--- src/rtl/intr_source_conditioner.sv ---
// Interrupt source conditioner: synchronises raw lines, applies polarity and
// level/edge mode, latches pending, masks with ENABLE and registers the result.
module intr_source_conditioner #(
  parameter int unsigned NUM_INTR    = 16,
  parameter int unsigned SYNC_STAGES = 2
) (
  input  logic                pclk_i,
  input  logic                prst_n_i,
  input  logic                psel_i,
  input  logic                penable_i,
  input  logic                pwrite_i,
  input  logic [7:0]          paddr_i,
  input  logic [7:0]          pwdata_i,
  output logic [7:0]          prdata_o,
  output logic                pready_o,
  output logic                pslverr_o,
  input  logic [NUM_INTR-1:0] irq_raw_i,
  input  logic                intr_serviced_i,
  input  logic [3:0]          intr_serviced_id_i,
  output logic [NUM_INTR-1:0] intr_active_o
);

  logic [NUM_INTR-1:0] sync_q [SYNC_STAGES];
  logic [NUM_INTR-1:0] sync_d [SYNC_STAGES];
  logic [NUM_INTR-1:0] enable_q, enable_d;
  logic [NUM_INTR-1:0] mode_q, mode_d;
  logic [NUM_INTR-1:0] polarity_q, polarity_d;
  logic [NUM_INTR-1:0] pending_q, pending_d;
  logic [NUM_INTR-1:0] prev_q, prev_d;
  logic [NUM_INTR-1:0] active_q, active_d;

  logic                access;
  logic                mapped;
  logic                read_only;
  logic                wr_ok;
  logic [NUM_INTR-1:0] wr_mask;
  logic [NUM_INTR-1:0] wr_val;
  logic [NUM_INTR-1:0] cond;
  logic [NUM_INTR-1:0] edge_set;
  logic [NUM_INTR-1:0] w1c_mask;
  logic [NUM_INTR-1:0] svc_mask;
  logic [NUM_INTR-1:0] rd_reg;

  // Access is gated by reset so the bus outputs read 0 while held in reset.
  always_comb begin
    access    = psel_i & penable_i & prst_n_i;
    mapped    = (paddr_i <= 8'h09);
    read_only = (paddr_i[7:1] == 7'd4);
    wr_ok     = access & pwrite_i & mapped & ~read_only;
    pready_o  = access;
    pslverr_o = access & (~mapped | (pwrite_i & read_only));
  end

  always_comb begin
    wr_mask = {{8{paddr_i[0]}}, {8{~paddr_i[0]}}};
    wr_val  = {pwdata_i, pwdata_i};
  end

  always_comb begin
    sync_d[0] = irq_raw_i;
    for (int unsigned i = 1; i < SYNC_STAGES; i++) begin
      sync_d[i] = sync_q[i-1];
    end
  end

  always_comb begin
    cond     = sync_q[SYNC_STAGES-1] ^ polarity_q;
    edge_set = cond & ~prev_q;
    w1c_mask = '0;
    if (wr_ok && (paddr_i[7:1] == 7'd3)) begin
      w1c_mask = wr_val & wr_mask;
    end
    svc_mask = '0;
    if (intr_serviced_i) begin
      svc_mask[intr_serviced_id_i] = 1'b1;
    end
    // Edge lines: a new edge beats any clear arriving in the same cycle.
    pending_d = (mode_q & (edge_set | (pending_q & ~(w1c_mask | svc_mask))))
              | (~mode_q & cond);
    prev_d    = cond;
    active_d  = pending_q & enable_q;
  end

  always_comb begin
    enable_d   = enable_q;
    mode_d     = mode_q;
    polarity_d = polarity_q;
    if (wr_ok) begin
      unique case (paddr_i[7:1])
        7'd0:    enable_d   = (enable_q & ~wr_mask) | (wr_val & wr_mask);
        7'd1:    mode_d     = (mode_q & ~wr_mask) | (wr_val & wr_mask);
        7'd2:    polarity_d = (polarity_q & ~wr_mask) | (wr_val & wr_mask);
        default: ;
      endcase
    end
  end

  always_comb begin
    rd_reg = '0;
    case (paddr_i[7:1])
      7'd0:    rd_reg = enable_q;
      7'd1:    rd_reg = mode_q;
      7'd2:    rd_reg = polarity_q;
      7'd3:    rd_reg = pending_q;
      7'd4:    rd_reg = pending_q & enable_q;
      default: rd_reg = '0;
    endcase
    prdata_o = '0;
    if (access && !pwrite_i && mapped) begin
      prdata_o = paddr_i[0] ? rd_reg[15:8] : rd_reg[7:0];
    end
  end

  always_ff @(posedge pclk_i or negedge prst_n_i) begin
    if (!prst_n_i) begin
      for (int unsigned i = 0; i < SYNC_STAGES; i++) begin
        sync_q[i] <= '0;
      end
      enable_q   <= '0;
      mode_q     <= '0;
      polarity_q <= '0;
      pending_q  <= '0;
      prev_q     <= '0;
      active_q   <= '0;
    end else begin
      for (int unsigned i = 0; i < SYNC_STAGES; i++) begin
        sync_q[i] <= sync_d[i];
      end
      enable_q   <= enable_d;
      mode_q     <= mode_d;
      polarity_q <= polarity_d;
      pending_q  <= pending_d;
      prev_q     <= prev_d;
      active_q   <= active_d;
    end
  end

  assign intr_active_o = active_q;

endmodule

--- config.mk ---
export PLATFORM = sky130hd
export DESIGN_NAME = intr_source_conditioner
export DESIGN_NICKNAME = d
export VERILOG_FILES = /design/src/rtl/intr_source_conditioner.sv
export SDC_FILE = /design/constraint.sdc
export NUM_CORES = 1
export LEC_CHECK = 0
export CORE_MARGIN = 2
export CORE_UTILIZATION = 48
export DETAILED_ROUTE_END_ITERATION = 10
export GPL_TIMING_DRIVEN = 0
export PLACE_DENSITY_LB_ADDON = 0.12
export SLEW_MARGIN = 10
export SYNTH_ARGS = -nofsm -noshare
export SYNTH_HDL_FRONTEND = slang
export SYNTH_SLANG_ARGS = --single-unit
--- constraint.sdc ---
create_clock -name pclk_i -period 4.1 [get_ports pclk_i]
set_clock_uncertainty 0.1 [all_clocks]
set_input_delay 0.82 -clock pclk_i [delete_from_list [all_inputs] [get_ports pclk_i]]
set_output_delay 0.82 -clock pclk_i [all_outputs]
set_load 0.05 [all_outputs]
; Word-level counts from Yosys, hierarchy flattened
; Cells that the tools add are included.
[totals]
reg_bits = 128
out_inout_bits = 26
word_cells = 62
[op_classes]
n_lt_le_gt_ge = 3
n_eq_ne = 4
muxes = 7
n_bitwise = 31
reduce_logical = 9
[op_table]
columns = cell, count
row1 = 16-bit AND, 9
row2 = 16-bit OR, 6
row3 = 16-bit one-hot mux with 5 select lines, 1
row4 = 16-bit NOT, 4
row5 = 16-bit two-way mux, 2
row6 = 8-bit two-way mux, 2
row7 = 16-bit bitwise XOR, 1
row8 = "7-bit by 2-bit == test with 1-bit output, second input constant", 2
row9 = "8-bit by 4-bit less-or-equal comparator with 1-bit output, second input constant", 1
row10 = 1-bit AND, 7
row11 = "7-bit by 1-bit == test with 1-bit output, second input constant", 1
row12 = "7-bit by 3-bit == test with 1-bit output, second input constant", 1
row13 = 7-bit zero test, 1
row14 = 2-bit AND reduction, 3
row15 = "4-bit by 5-bit < comparator with 1-bit output, second input constant", 1
row16 = 1-bit demux with 4-bit select, 1
row17 = "4-bit by 1-bit greater-or-equal comparator with 1-bit output, second input constant", 1
row18 = 1-bit logical AND, 4
row19 = 1-bit NOT, 3
row20 = 1-bit zero test, 1
row21 = 1-bit two-way mux, 1
row22 = 1-bit OR, 1

; Logic depth before layout (Yosys ltp)
[logic_depth]
ltp_word = 13
ltp_mapped = 8
depth_no_buf = 5

; Worst setup path after synthesis
; OpenSTA, ideal clock, no wires.
[synth_path]
path_type = input to output
from = in paddr_i[6]
to = out prdata_o[4]
t_arrival_ps = 3190
required_time_ps = 3180
setup_slack_ps = -10
path_stages = 4
path_buffers = 0
cell_sequence = nor4_4 -> nor3b_1 -> nand3_1 -> a311oi_1
[synth_via]
elab_chain_len = 4
word_cells_on_any_way = 10
classes_between = order compare (1) / eq/ne (4) / mux (3) / reduce/logical (2)
[synth_rtl]
columns = element, line_no
row1 = "start, declared", 12  ; input logic [7:0] paddr_i,
row2 = "7-bit by 3-bit == test with 1-bit output, or another cell as far along", 100  ; case (paddr_i[7:1])
row3 = 16-bit one-hot mux with 5 select lines, 100
row4 = 8-bit two-way mux, 110  ; prdata_o = paddr_i[0] ? rd_reg[15:8] : rd_reg[7:0];
row5 = 8-bit two-way mux *, 109  ; if (access && !pwrite_i && mapped) begin
row6 = "end, declared", 14  ; output logic [7:0] prdata_o,
; Mark *: on every way between the ends. The rest lies on a longest branch, timed or not.

; Worst setup path after layout
[layout_path]
from = in paddr_i[3]
to = out prdata_o[6]
; The elaborated chain is that of the path after synthesis.

==> key figures <==
Final layout
  – Reg area: 3200 um2
  – Final Util: 62.9%
  – Filler Cell Count: 866
  – Commonest non-fill, non-tap cell in the layout: dfrtp_1
  – Commonest non-fill, non-tap cells in the layout: dfrtp_1, clkdlybuf4s50_1, mux2_2
  – Layout cell share with drive strength beyond 1: 23.0%
  – Non-Filler Instances: 658
  – Area of the multi-input gates: 2090 um2
  – Post-layout instance area: 6820 um2
  – # diodes: 0
  – Area growth, synth to finish: 27.6%
  – Nets: 548

Synthesis
  – Syn_area_per_cell: 12.8 um2
  – EDFF count, synth: 0
  – Ys flop type: dfrtp_1
  – Post-synthesis instance total: 419
  – Compound-gate portion of the synthesized area: 11.0%
  – Post-synthesis xor/xnor area fraction: 2.62%
  – Synth Area in Simple Gates: 11.8%
  – Mapped Nets: 461
  – Synthesized cell area: 5350 um2
  – Mux share of post-synthesis cell area: 13.1%
  – Main combinational cell family by area after synthesis: multiplexers
  – Post-synthesis sequential area ratio: 59.9%
  – Post-Synth Adder-Cell Area: 0%
  – #FFs+latches synth: 128
  – Fraction of registers with async set/reset: 100%
  – Yosys warns: 0
  – Synth cell types: 41

Detailed routing
  – DR WL/cell: 20.5 um
  – Initial drt markers: 344
  – Final WL: 13500 um
  – 1st-pass router iterations: 5
  – # DRC: 0
  – Total number of vias: 3796
  – Via density: 5.77
  – Post-DRT Antenna Nets: 0

STA
  – Slew margin rel.: 38.8%
  – Final WS setup: 0.0216 ns
  – Setup_tns: 0 ns
  – RSZ-0062 raised after global routing: false
  – Final Setup Violations: 0
  – Final worst-path cycle share: 99.5%
  – FMAX: 245 MHz
  – Post-layout min period: 4.08 ns
  – WHS: 0.0592 ns
  – Slew @ Worst Pin: 0.912 ns
  – Fin. max-slew vios: 0
  – Final hold violation count: 0

Pwr
  – Total power: 2.89 mW
  – Max IR drop VDD: 318 uV
  – Pwr per Cell Area: 424 nW/um2
  – Leak: 3.14 nW

Floorplanning
  – Starting Density: 49.3%
  – IO Count: 68
  – Cell Rows: 38
  – Die span in y: 110 um
  – Die Outline Area: 12000 um2
  – Die X-Extent: 110 um
  – CORE AREA: 10800 um2

Run status
  – Status: finished clean

GRT
  – Vias in the first global route: 3813
  – Remaining global-route overflow: 0
  – Antenna violations before repair: 0
  – Global-route wire length before repair: 20900 um
  – Total track usage: 24.4%
  – Largest net degree at the start of global routing: 69

CTS
  – CTS tree: yes
  – Clk Latency, worst-skew pair: 0.54 ns
  – CTS H-tree lvls: 4
  – Clk buf depth: 2
  – Clock tree root driver cell: clkbuf_8
  – Hold bufs inserted after CTS: 0
  – Sink Count: 128
  – Clock transition at the registers of the reported paths: 0.06 ns
  – CTS Buf Count: 17

Worst setup path
  – Arr. time, crit path: 3.16 ns
  – Worst path cell trace: clkdlybuf4s50_1, and3b_1, o21ai_0, o311ai_0, nand3_1, a21oi_1, clkdlybuf4s15_1
  – Slowest stage cell on the critical path: and3b_1
  – WP data required: 3.18 ns
  – Crit path buffers/inverters: 2
  – Crit Path Class: in2out
  – Crit-path max FO: 9
  – Setup crit end kind: primary output
  – Worst path max stage delay: 0.59 ns
  – Kind of cell adding the most delay to the critical path: buffers and inverters
  – Critical Path Start Type: primary input

Place
  – HPWL Detailed: 8570 um
  – Placed Cells: 625
  – Dpl ws: -1.03 ns
  – Port Buf Inserts: 65
  – RePlAce Congestion: 0.895
  – Placed inst area: 6210 um2

Min path
  – Worst Hold Class: in2async

Run
  – Max_cap viols: 0
power breakdown:
part,internal (mW),switching (mW)
Combinational,0.0723,0.0997
Clock,0.871,0.529
Sequential,1.30,0.0184
Total,2.24,0.647
repair_timing:
action | in CTS | in global routing
pin swaps | 0 | 1
endpoints found under the hold margin | 0 | 0
endpoints found under the setup margin | 9 | 7
gates resized for setup | 30 | 4
buffers inserted | 2 | 1
cloned | 0 | 0
logic make-up (layout without fill, tap and decap cells):
family                    Yosys count  count (layout)
DFF                               128             128
and+or+nand+nor                   112             112
AOI/OAI and AO/OA                  81              81
muxes                              64              64
buffers and inverters              18             117
xor gates and xnor gates           16              16
area by class of cell:
cell class	count	area share, %
plain buffers	17	1.25
clock buffers	20	6.38
clock inverters	11	1.71
multi-input cells	273	30.6
flip-flops and latches	128	47.0
well taps	140	2.57
repair buffers	69	10.5
per-layer routing:
| layer | global-route usage [%] | part of all wire, % | vias to the layer above | wire length, um |
|---|---|---|---|---|
| met1 | 31.8 | 43 | 1923 | 5860 |
| met2 | 38.2 | 47 | 156 | 6340 |
| li1 | - | - | 1687 | - |
| met3 | 7.71 | 7.3 | 30 | 983 |
| met5 | 0 | 0 | - | 0 |
| met4 | 9.58 | 2.1 | 0 | 286 |
final timing paths:
check / start / slack [ns] / cells after the start / to
min in group pclk_i: sync_d[8] / 0.25 / 0 / sync_q[8]
max reg2reg: pending_q[9] / 3.05 / 3 / pending_q[9]
max: paddr_i[3] / 0.02 / 7 / prdata_o[6]
min: prst_n_i / 0.06 / 1 / pending_q[15]
max in group asynchronous: prst_n_i / 3.20 / 2 / async pin
min reg2reg: sync_d[8] / 0.25 / 0 / sync_q[8]
Yosys cell counts (2+ instances only):
library cell / n / area [um2]
nor2b_1: 4 / 25.0
buf_2: 7 / 35.0
or3_1: 4 / 25.0
a21oi_1: 19 / 95.1
o22ai_1: 7 / 43.8
nor3_2: 2 / 20.0
a2bb2oi_1: 2 / 17.5
clkbuf_1: 9 / 33.8
mux2_2: 48 / 541
dfrtp_1: 128 / 3200
nand3b_1: 2 / 15.0
o21ai_0: 8 / 40.0
a21o_1: 15 / 113
and2_1: 16 / 100
nand2_1: 39 / 146
nand2b_1: 7 / 43.8
a32o_1: 5 / 50.1
nor3b_1: 3 / 22.5
xor2_1: 16 / 140
and3b_1: 2 / 17.5
a221oi_1: 13 / 114
and3_1: 3 / 18.8
nor2_1: 11 / 41.3
mux2i_1: 16 / 160
nand3_1: 12 / 60.1
a311oi_1: 2 / 17.5
o221a_2: 5 / 56.3
(Power assumes the default switching activity.)
